===== src/rtl/uart_pkg.sv =====
// Shared UART definitions: FSM state encoding, parity modes and data-bit limits.
// Build option UART_TX_BREAK_EN adds the BREAK state.
package uart_pkg;

  localparam logic [3:0] MIN_DATA_BITS   = 4'd5;
  localparam int         DEFAULT_DIVISOR = 437;

  localparam logic [1:0] PAR_NONE = 2'd0;
  localparam logic [1:0] PAR_EVEN = 2'd1;
  localparam logic [1:0] PAR_ODD  = 2'd2;

  typedef enum logic [2:0] {
    ST_IDLE    = 3'd0,
    ST_START   = 3'd1,
    ST_DATA    = 3'd2,
    ST_PARITY  = 3'd3,
    ST_STOP    = 3'd4,
`ifdef UART_TX_BREAK_EN
    ST_CLEANUP = 3'd5,
    ST_BREAK   = 3'd6
`else
    ST_CLEANUP = 3'd5
`endif
  } state_t;

  function automatic logic [3:0] clamp_data_bits(input logic [3:0] req,
                                                 input logic [3:0] max_bits);
    if (req < MIN_DATA_BITS) return MIN_DATA_BITS;
    if (req > max_bits)      return max_bits;
    return req;
  endfunction

  // Mode 3 is reserved and behaves like PAR_NONE.
  function automatic logic parity_enabled(input logic [1:0] mode);
    return (mode == PAR_EVEN) || (mode == PAR_ODD);
  endfunction

endpackage


===== src/rtl/uart_tx_cfg_if.sv =====
// Command-side handshake and frame-format bundle between the register block and
// the configurable UART transmitter.
interface uart_tx_cfg_if #(
  parameter int MAX_DATA_BITS     = 9,
  parameter int CONFIG_DATA_WIDTH = 32
);

  logic                         i_Tx_DV;
  logic                         o_Tx_Ready;
  logic [MAX_DATA_BITS-1:0]     i_Tx_Byte;
  logic [CONFIG_DATA_WIDTH-1:0] config_data;
  logic [3:0]                   i_Data_Bits;
  logic [1:0]                   i_Parity_Mode;
  logic                         i_Stop_Bits;

  modport master (
    output i_Tx_DV, i_Tx_Byte, config_data, i_Data_Bits, i_Parity_Mode, i_Stop_Bits,
    input  o_Tx_Ready
  );

  modport slave (
    input  i_Tx_DV, i_Tx_Byte, config_data, i_Data_Bits, i_Parity_Mode, i_Stop_Bits,
    output o_Tx_Ready
  );

endinterface


===== src/rtl/uart_baud_tick.sv =====
// Loadable bit-period counter: latches a divisor (clamped to >= 1) and strobes
// tick on the last clock of every bit while enabled.
module uart_baud_tick #(
  parameter int WIDTH         = 32,
  parameter int RESET_DIVISOR = 437
) (
  input  logic             i_Clock,
  input  logic             i_Reset,
  input  logic             load,
  input  logic [WIDTH-1:0] divisor,
  input  logic             enable,
  output logic             tick
);

  logic [WIDTH-1:0] div_q;
  logic [WIDTH-1:0] cnt_q;

  // div_q is never zero, so div_q - 1 cannot wrap.
  assign tick = enable && (cnt_q == div_q - WIDTH'(1));

  // NOTE: clocked state uses non-blocking assignments so every register samples
  // pre-edge values; blocking here would create order-dependent simulation races.
  always_ff @(posedge i_Clock) begin
    if (i_Reset) begin
      div_q <= WIDTH'(RESET_DIVISOR);
      cnt_q <= '0;
    end else begin
      if (load) begin
        div_q <= (divisor == '0) ? WIDTH'(1) : divisor;
      end
      if (load || !enable || tick) begin
        cnt_q <= '0;
      end else begin
        cnt_q <= cnt_q + WIDTH'(1);
      end
    end
  end

endmodule


===== src/rtl/uart_tx_cfg.sv =====
// Runtime-configurable UART transmitter: start, 5..MAX_DATA_BITS data bits LSB first,
// optional parity, 1 or 2 stop bits. Build option UART_TX_BREAK_EN adds i_Break.
module uart_tx_cfg
  import uart_pkg::*;
#(
  parameter int MAX_DATA_BITS     = 9,
  parameter int CONFIG_DATA_WIDTH = 32,
  parameter int RESET_DIVISOR     = DEFAULT_DIVISOR
) (
  input  logic          i_Clock,
  input  logic          i_Reset,
`ifdef UART_TX_BREAK_EN
  input  logic          i_Break,
`endif
  uart_tx_cfg_if.slave  tx_if,
  output logic          o_Tx_Active,
  output logic          o_Tx_Serial,
  output logic          o_Tx_Done
);

  localparam logic [3:0] MAX_BITS = 4'(MAX_DATA_BITS);

  state_t                   state, state_next;
  logic [MAX_DATA_BITS-1:0] shift_q;
  logic [MAX_DATA_BITS-1:0] data_mask;
  logic [3:0]               nbits_q, n_req;
  logic [3:0]               bit_idx_q, bit_idx_next;
  logic                     par_en_q, par_bit_q, stop2_q;
  logic                     serial_next, active_next, done_next;
  logic                     shift_en, accept, tick, baud_en, break_req;

`ifdef UART_TX_BREAK_EN
  localparam int BRK_W = CONFIG_DATA_WIDTH + 4;
  logic [BRK_W-1:0]             brk_cnt_q, brk_min;
  logic [CONFIG_DATA_WIDTH-1:0] d_now;
  logic [3:0]                   frame_bits_now;

  assign break_req = i_Break;
  assign d_now     = (tx_if.config_data == '0) ? CONFIG_DATA_WIDTH'(1) : tx_if.config_data;
  assign frame_bits_now = 4'd1 + n_req + {3'd0, parity_enabled(tx_if.i_Parity_Mode)}
                        + (tx_if.i_Stop_Bits ? 4'd2 : 4'd1);
  assign brk_min = BRK_W'(frame_bits_now) * BRK_W'(d_now);

  // Saturating count of cycles spent in BREAK, measured from the entry edge.
  always_ff @(posedge i_Clock) begin
    if (i_Reset || state != ST_BREAK) begin
      brk_cnt_q <= '0;
    end else if (brk_cnt_q != '1) begin
      brk_cnt_q <= brk_cnt_q + BRK_W'(1);
    end
  end
`else
  assign break_req = 1'b0;
`endif

  assign tx_if.o_Tx_Ready = (state == ST_IDLE) && !i_Reset;
  assign accept           = tx_if.i_Tx_DV && tx_if.o_Tx_Ready && !break_req;
  assign baud_en          = (state == ST_START) || (state == ST_DATA) ||
                            (state == ST_PARITY) || (state == ST_STOP);
  assign n_req            = clamp_data_bits(tx_if.i_Data_Bits, MAX_BITS);

  always_comb begin
    data_mask = '0;
    for (int i = 0; i < MAX_DATA_BITS; i++) begin
      data_mask[i] = (4'(i) < n_req);
    end
  end

  uart_baud_tick #(
    .WIDTH         (CONFIG_DATA_WIDTH),
    .RESET_DIVISOR (RESET_DIVISOR)
  ) u_baud (
    .i_Clock (i_Clock),
    .i_Reset (i_Reset),
    .load    (accept),
    .divisor (tx_if.config_data),
    .enable  (baud_en),
    .tick    (tick)
  );

  // NOTE: every output of this block is given a default before the case so no
  // path leaves a signal unassigned, which would otherwise infer a latch.
  always_comb begin
    state_next   = state;
    serial_next  = o_Tx_Serial;
    active_next  = o_Tx_Active;
    done_next    = 1'b0;
    bit_idx_next = bit_idx_q;
    shift_en     = 1'b0;

    unique case (state)
      ST_IDLE: begin
        serial_next = 1'b1;
        active_next = 1'b0;
        if (break_req) begin
`ifdef UART_TX_BREAK_EN
          state_next  = ST_BREAK;
          serial_next = 1'b0;
          active_next = 1'b1;
`endif
        end else if (accept) begin
          state_next  = ST_START;
          serial_next = 1'b0;
          active_next = 1'b1;
        end
      end
      ST_START: begin
        if (tick) begin
          state_next   = ST_DATA;
          serial_next  = shift_q[0];
          shift_en     = 1'b1;
          bit_idx_next = '0;
        end
      end
      ST_DATA: begin
        if (tick) begin
          if (bit_idx_q == nbits_q - 4'd1) begin
            bit_idx_next = '0;
            if (par_en_q) begin
              state_next  = ST_PARITY;
              serial_next = par_bit_q;
            end else begin
              state_next  = ST_STOP;
              serial_next = 1'b1;
            end
          end else begin
            bit_idx_next = bit_idx_q + 4'd1;
            serial_next  = shift_q[0];
            shift_en     = 1'b1;
          end
        end
      end
      ST_PARITY: begin
        if (tick) begin
          state_next   = ST_STOP;
          serial_next  = 1'b1;
          bit_idx_next = '0;
        end
      end
      ST_STOP: begin
        serial_next = 1'b1;
        // bit_idx_q counts completed stop bits when two are configured.
        if (tick) begin
          if (stop2_q && bit_idx_q == 4'd0) begin
            bit_idx_next = 4'd1;
          end else begin
            state_next   = ST_CLEANUP;
            active_next  = 1'b0;
            done_next    = 1'b1;
            bit_idx_next = '0;
          end
        end
      end
      ST_CLEANUP: begin
        state_next  = ST_IDLE;
        serial_next = 1'b1;
        active_next = 1'b0;
      end
`ifdef UART_TX_BREAK_EN
      ST_BREAK: begin
        serial_next = 1'b0;
        active_next = 1'b1;
        if (!i_Break && brk_cnt_q >= brk_min - BRK_W'(1)) begin
          state_next  = ST_IDLE;
          serial_next = 1'b1;
          active_next = 1'b0;
        end
      end
`endif
      default: begin
        state_next  = ST_IDLE;
        serial_next = 1'b1;
        active_next = 1'b0;
      end
    endcase
  end

  always_ff @(posedge i_Clock) begin
    if (i_Reset) begin
      state       <= ST_IDLE;
      o_Tx_Serial <= 1'b1;
      o_Tx_Active <= 1'b0;
      o_Tx_Done   <= 1'b0;
      bit_idx_q   <= '0;
      shift_q     <= '0;
      nbits_q     <= MIN_DATA_BITS;
      par_en_q    <= 1'b0;
      par_bit_q   <= 1'b0;
      stop2_q     <= 1'b0;
    end else begin
      state       <= state_next;
      o_Tx_Serial <= serial_next;
      o_Tx_Active <= active_next;
      o_Tx_Done   <= done_next;
      bit_idx_q   <= bit_idx_next;
      if (accept) begin
        shift_q   <= tx_if.i_Tx_Byte & data_mask;
        nbits_q   <= n_req;
        par_en_q  <= parity_enabled(tx_if.i_Parity_Mode);
        par_bit_q <= (^(tx_if.i_Tx_Byte & data_mask)) ^ (tx_if.i_Parity_Mode == PAR_ODD);
        stop2_q   <= tx_if.i_Stop_Bits;
      end else if (shift_en) begin
        shift_q <= shift_q >> 1;
      end
    end
  end

endmodule

===== src/flat_wrapper.sv =====
// flat-port wrapper written by rule: the top's interface ports become plain ports
module uart_tx_cfg_flat import uart_pkg::*;
#(
  parameter int MAX_DATA_BITS     = 9,
  parameter int CONFIG_DATA_WIDTH = 32,
  parameter int RESET_DIVISOR     = DEFAULT_DIVISOR
)
  (i_Clock, i_Reset, o_Tx_Active, o_Tx_Serial, o_Tx_Done, tx_if_i_Tx_DV, tx_if_i_Tx_Byte, tx_if_config_data, tx_if_i_Data_Bits, tx_if_i_Parity_Mode, tx_if_i_Stop_Bits, tx_if_o_Tx_Ready);
  uart_tx_cfg_if #(.MAX_DATA_BITS(MAX_DATA_BITS), .CONFIG_DATA_WIDTH(CONFIG_DATA_WIDTH)) tx_if_i ();
  input  logic i_Clock;
  input  logic i_Reset;
  output logic o_Tx_Active;
  output logic o_Tx_Serial;
  output logic o_Tx_Done;
  input wire logic [$bits(tx_if_i.i_Tx_DV)-1:0] tx_if_i_Tx_DV;
  input wire logic [$bits(tx_if_i.i_Tx_Byte)-1:0] tx_if_i_Tx_Byte;
  input wire logic [$bits(tx_if_i.config_data)-1:0] tx_if_config_data;
  input wire logic [$bits(tx_if_i.i_Data_Bits)-1:0] tx_if_i_Data_Bits;
  input wire logic [$bits(tx_if_i.i_Parity_Mode)-1:0] tx_if_i_Parity_Mode;
  input wire logic [$bits(tx_if_i.i_Stop_Bits)-1:0] tx_if_i_Stop_Bits;
  output wire logic [$bits(tx_if_i.o_Tx_Ready)-1:0] tx_if_o_Tx_Ready;
  assign tx_if_i.i_Tx_DV = tx_if_i_Tx_DV;
  assign tx_if_i.i_Tx_Byte = tx_if_i_Tx_Byte;
  assign tx_if_i.config_data = tx_if_config_data;
  assign tx_if_i.i_Data_Bits = tx_if_i_Data_Bits;
  assign tx_if_i.i_Parity_Mode = tx_if_i_Parity_Mode;
  assign tx_if_i.i_Stop_Bits = tx_if_i_Stop_Bits;
  assign tx_if_o_Tx_Ready = tx_if_i.o_Tx_Ready;
  uart_tx_cfg #(.MAX_DATA_BITS(MAX_DATA_BITS), .CONFIG_DATA_WIDTH(CONFIG_DATA_WIDTH), .RESET_DIVISOR(RESET_DIVISOR)) u_core (.i_Clock(i_Clock), .i_Reset(i_Reset), .tx_if(tx_if_i), .o_Tx_Active(o_Tx_Active), .o_Tx_Serial(o_Tx_Serial), .o_Tx_Done(o_Tx_Done));
endmodule

===== config.mk =====
export PLATFORM = sky130hd
export DESIGN_NAME = uart_tx_cfg_flat
export DESIGN_NICKNAME = d
export VERILOG_FILES = /design/src/rtl/uart_pkg.sv /design/src/rtl/uart_tx_cfg_if.sv /design/src/rtl/uart_baud_tick.sv /design/src/rtl/uart_tx_cfg.sv /design/src/flat_wrapper.sv
export SDC_FILE = /design/constraint.sdc
export NUM_CORES = 1
export LEC_CHECK = 0
export BUFFER_PORTS_ARGS = -buffer_cell sky130_fd_sc_hd__clkbuf_2
export CORE_ASPECT_RATIO = 0.9
export CORE_UTILIZATION = 60
export CTS_CLUSTER_SIZE = 16
export DETAILED_ROUTE_END_ITERATION = 8
export PLACE_DENSITY = 0.85
export SLEW_MARGIN = 10
export SYNTH_ARGS = -nofsm -noshare
export SYNTH_HDL_FRONTEND = slang
export SYNTH_SLANG_ARGS = --single-unit

===== constraint.sdc =====
create_clock -name i_Clock -period 10.6 [get_ports i_Clock]
set_clock_uncertainty 0.1 [all_clocks]
set_input_delay 1.59 -clock i_Clock [delete_from_list [all_inputs] [get_ports i_Clock]]
set_output_delay 1.59 -clock i_Clock [all_outputs]
set_load 0.02 [all_outputs]

==> results of run 1 <==
flip-flops by register name, indices dropped and copies added (netlist names):
name / count
u_core.o_Tx_Serial: 1
u_core.u_baud.cnt_q: 32
u_core.nbits_q: 4
u_core.bit_idx_q: 4
u_core.stop2_q: 1
u_core.shift_q: 9
u_core.u_baud.div_q: 32
u_core.par_en_q: 1
u_core.o_Tx_Done: 1
u_core.state: 3
u_core.o_Tx_Active: 1
u_core.par_bit_q: 1
cell type report:
type	instances	area (um2)	share of cell area [%]
tap	115	144	2.57
sequential	90	1800	32.2
clock inverter	4	27.5	0.491
inverter	16	60.1	1.07
clock buffer	12	145	2.59
timing repair buffer	56	285	5.09
multi-input combinational	484	3140	56.0
metrics by stage:
stage	util [%]	instance area, um2	hold WS [ps]	instances
after floorplan	-	5220	329	625
after global placement	66.0	5430	344	761
after detailed placement	66.0	5430	348	761
after CTS	68.1	5600	362	777
after global routing	68.1	5600	387	777
final	68.1	5600	360	777
routing by layer:
layer / routed length [um] / part of all wire (%)
met1: 5440 / 44
met2: 5910 / 48
met3: 769 / 6.2
met4: 321 / 2.6
met5: 0 / 0
power by group:
part / internal [mW] / leakage [nW] / switching, mW
logic: 0.0498 / 1.23 / 0.0611
clock network: 0.0914 / 0.0786 / 0.118
registers: 0.353 / 0.735 / 0.0218
total: 0.495 / 2.04 / 0.200
logic make-up (layout without fill, tap and decap cells):
| group | after synthesis | in the layout | share of synthesized area (%) |
|---|---|---|---|
| and+or+nand+nor | 283 | 283 | 27.8 |
| AOI/OAI and AO/OA | 101 | 101 | 14.7 |
| DFF | 90 | 90 | 34.5 |
| xor gates and xnor gates | 81 | 81 | 13.6 |
| buffers and inverters | 51 | 88 | 5.48 |
| muxes | 13 | 13 | 2.52 |
| adders and majority gates | 6 | 6 | 1.44 |
worst paths after layout:
| check | slack [ps] | cells after the start | end | startpoint |
|---|---|---|---|---|
| worst max register to register | 6030 | 11 | u_core.u_baud.cnt_q[26] | u_core.u_baud.div_q[0] |
| worst min-delay path | 360 | 2 | u_core.stop2_q | u_core.stop2_q |
| worst max-delay path | 6030 | 11 | u_core.u_baud.cnt_q[26] | u_core.u_baud.div_q[0] |
| worst min register to register | 360 | 2 | u_core.stop2_q | u_core.stop2_q |
synthesized netlist by cell type (13+ instances only):
master / n
nand3_1: 37
o21ai_0: 19
nor4_1: 20
nor3_1: 14
xnor2_1: 43
nor2_1: 73
a22o_1: 15
a21oi_1: 13
xor2_1: 38
inv_1: 15
nand2_1: 65
clkbuf_1: 21
dfxtp_1: 90
layout by cell type, fill, tap and decap left out, types with 12 or more instances in the layout:
master / netlist / final
nand2_1: 65 / 65
xnor2_1: 43 / 43
inv_1: 15 / 15
a22o_1: 15 / 15
dfxtp_1: 90 / 90
nor4_1: 20 / 20
nor2_1: 73 / 72
a21oi_1: 13 / 13
nor3_1: 14 / 14
o21ai_0: 19 / 19
xor2_1: 38 / 38
clkbuf_2: 2 / 54
mux2i_1: 12 / 12
a211oi_1: 12 / 12
nand3_1: 37 / 37
worst max-delay path: cells and delay by family (launching register included):
family	cells	cell delay, ps
compound gates	2	310
buf+inv	1	90
simple gates	7	3350
fa+ha+maj	1	180
flops	1	360
==> impl_metrics.toml, run 1 <==
[placement]
io_buffers = 54
dpl.hpwl_um = 9400
gp_routability_congestion = 0.925
dp_slack_ps = 6070

[sta]
post-route-period-util_pct = 43.1
maxSlewHeadroom_pct = 29.6
period_needed_ps = 4570
max_freq_mhz = 219
setup_tns_ps = 0
finalHoldViolCount = 0
rsz0062_at_grt = "no"
tightest_slew_ps = 1050
slew_viol_final = 0
setup_viol = 0
setup_ws_ps = 6030

[route]
drt_iter0_markers = 342
drcViolationCount = 0
via_per_inst = 6.16
final_antenna_net_count = 0
num_vias = 4783
drt_pass1_iterations = 5
wl_um = 12400
routedWlPerCell_um = 16.0

[yosys]
synthFlopType = "dfxtp_1"
synth-async-reset-ratio_pct = 0
synth_top_cell_by_area = "dfxtp_1"
syn_nets = 682
ys_types = 72
ys_warn_count = 0
syn_area_mm2 = 0.00522
syn_area_per_cell_um2 = 8.36
netlist.area_leader.share_pct = 34.5
synth-seq-cells = 90
synth_edf_count = 0
synth.area.top_cells = "dfxtp_1, xnor2_1, xor2_1"
synth.yosys.seq_area_share_pct = 34.5
synth_cells = 625

[cts]
clockRootBuffer = "clkbuf_8"
post_cts_resized = 0
cts_setup_buffers = 0
cts_tree = "done"
clock_latency_ps = 360
htree_levels = 3
path_clk_slew_ps = 90
hold_buffers = 0
cts.sinks = 90
numCtsBuffers = 9
clockBufferDepth = 2

[floorplan]
die_x_um = 100
start_util_pct = 63.5
die_h_um = 90.5
die_area_mm2 = 0.00908
core_area_mm2 = 0.00822
rows = 31
io_pins = 55

[grt]
grt_util_met2_pct = 47.7
grt_overflow = 0
grt_pass1_wl_um = 21100
grt_pass1_vias = 4546
grtUsageTotal_pct = 29.0
use_met1_pct = 37.0
use_met3_pct = 5.88
grt_most_used_layer = "met2"
antenna_found_initial = 0
grt_max_degree = 40

[setup_path]
crit_type = "reg -> reg"
critPathCaptureType = "flip-flop"
worstPathArrival_ps = 4670
worstSetupStartpointType = "flip-flop"
required_ps = 10700
critical-path-slowest-cell = "nand2_1"
cpPeakStageDelay_ps = 940
worstPathMaxFanout = 31
crit_chain = "inv_1 > ha_1 > nor3b_1 > nand4_1 > or4b_4 > a41oi_2 > o22ai_1 > nor3_1 > nand3_1 > nand2_1 > nor2_1"

[power]
cellLeakagePower_nw = 2.04
finalPower_mw = 0.695
power_density_mw_per_mm2 = 124
ir_drop_v = 0.0000768

[layout]
antenna_cells = 0
area_growth_syn_to_layout_pct = 7.23
finish.net_count = 714
drive_above_1_share_pct = 13.7
fill_cells = 689

[outcome]
status = "finished clean"

[worst_hold_path]
min_path_type = "reg -> reg"

[job]
max_cap_violations = 0
(Power assumes the default switching activity.)
==> run 2: changes to the inputs <==
Settings changed: CORE_UTILIZATION 60 to 59, PLACE_DENSITY 0.85 to 0.84.
Clock period 10.6 ns to 4.8 ns, I/O delays scaled along.
==> impl_metrics.toml, run 2 (same netlist as run 1, synthesis figures left out) <==
[outcome]
status = "finished clean"

[power]
p_clk_share_pct = 33.3
switching_share_pct = 28.6
ir_drop_v = 0.000189
finalPower_mw = 1.62
power_density_mw_per_mm2 = 285
p_int_mw = 1.15
p_comb_share_pct = 15.4
pwr-share-seq_pct = 51.3
power_switching_mw = 0.463
cellLeakagePower_nw = 2.09

[cts]
cts_setup_buffers = 0
numCtsBuffers = 9
clock_latency_ps = 360
path_clk_slew_ps = 100
cts_tree = "done"
post_cts_resized = 0
clockBufferDepth = 2
clockRootBuffer = "clkbuf_8"
htree_levels = 3
hold_buffers = 0
cts.sinks = 90

[setup_path]
worstPathArrival_ps = 4530
required_ps = 4980
critical-path-slowest-cell = "nor3b_1"
worstSetupStartpointType = "flip-flop"
crit_type = "reg -> reg"
cpPeakStageDelay_ps = 640
crit_chain = "inv_1 > ha_1 > nor3b_1 > nand4_1 > or4b_4 > a41oi_2 > o22ai_1 > nor3_1 > nand3_1 > or4_1 > a21oi_1"
worstPathMaxFanout = 15
critPathCaptureType = "flip-flop"

[placement]
io_buffers = 54
dpl-instance-area_mm2 = 0.00546
dp_slack_ps = 505
gp_routability_congestion = 0.963
dp_cells = 769
dpl.hpwl_um = 9320

[grt]
grt_pass1_vias = 4482
antenna_found_initial = 0
grt_overflow = 0
grt_pass1_wl_um = 21000
grt_max_degree = 32
grtUsageTotal_pct = 28.6

[floorplan]
die_area_mm2 = 0.00923
die_h_um = 91.3
die_x_um = 101
core_area_mm2 = 0.00857
io_pins = 55
rows = 32
start_util_pct = 61.0

[layout]
area_growth_syn_to_layout_pct = 8.57
stdcell_area_mm2 = 0.00567
fill_cells = 747
largest_registers = "u_core.u_baud.cnt_q (32), u_core.u_baud.div_q (32), u_core.shift_q (9)"
layout_common_cells = "dfxtp_1, nor2_1, nand2_1"
instances_no_fill = 785
multi_input_area_mm2 = 0.00314
seq_area_mm2 = 0.00180
drive_above_1_share_pct = 14.4
finish.net_count = 718
antenna_cells = 0
layout_commonest_cell = "dfxtp_1"

[route]
routedWlPerCell_um = 15.9
final_antenna_net_count = 0
via_per_inst = 6.05
drt_iter0_markers = 350
drcViolationCount = 0
num_vias = 4749
drt_pass1_iterations = 5
wl_um = 12500

[job]
max_cap_violations = 0

[worst_hold_path]
min_path_type = "reg -> reg"

[sta]
period_needed_ps = 4350
max_freq_mhz = 230
setup_viol = 0
slew_viol_final = 0
finalHoldViolCount = 0
post-route-period-util_pct = 90.7
tightest_slew_ps = 877
maxSlewHeadroom_pct = 41.5
setup_tns_ps = 0
setup_ws_ps = 449
rsz0062_at_grt = "no"
## run 2: changes by cell type in the layout (fill, tap and decap cells not counted), sizes merged
cell,before,now
buf,2,6
clkinv,2,3
inv,15,17
clkinvlp,3,1
bufinv,0,1
clkbuf,66,64
## run 2: layout make-up
class	instances	area share, %
Multi-Input combinational cell	484	55.3
Sequential cell	90	31.8
Timing Repair Buffer	60	5.56
Tap cell	119	2.63
Clock buffer	10	2.43
Clock inverter	6	1.28
Inverter	16	1.06
## run 2: worst paths after layout
check	start	end	slack, ps	cells after the start
max	u_core.u_baud.div_q[0]	u_core.bit_idx_q[2]	450	11
min	u_core.stop2_q	u_core.stop2_q	350	2
max reg2reg	u_core.u_baud.div_q[0]	u_core.bit_idx_q[2]	450	11
min reg2reg	u_core.stop2_q	u_core.stop2_q	350	2
## run 2: worst max-delay path: cells and delay by family (launching register included)
| family | cells | cell delay [ps] |
|---|---|---|
| simple gates | 6 | 3040 |
| compound gates | 3 | 480 |
| flops | 1 | 360 |
| fa+ha+maj | 1 | 190 |
| buf+inv | 1 | 90 |
## run 2: layer usage
layer | vias to the layer above | track usage (%) | wire [um]
li1 | 2303 | - | -
met4 | 0 | 11.4 | 243
met2 | 171 | 47.4 | 6010
met3 | 28 | 5.08 | 646
met1 | 2247 | 36.7 | 5610
met5 | - | 0 | 0
## run 2: power by group through the flow
stage	Combinational (mW)	Sequential, mW	Clock [mW]
3_3_place_gp	0.235	0.843	0
5_1_grt	0.273	0.834	0.580
3_5_place_dp	0.245	0.845	0
2_1_floorplan	0.186	0.828	0
4_1_cts	0.246	0.827	0.547
6_report	0.249	0.829	0.538
## run 2: stage by stage
step                util (%)  hold WS (ps)
finish                  66.2           354
global route            66.2           410
CTS                     66.2           358
detailed placement      63.7           343
global placement        63.7           347
floorplan                  -           329
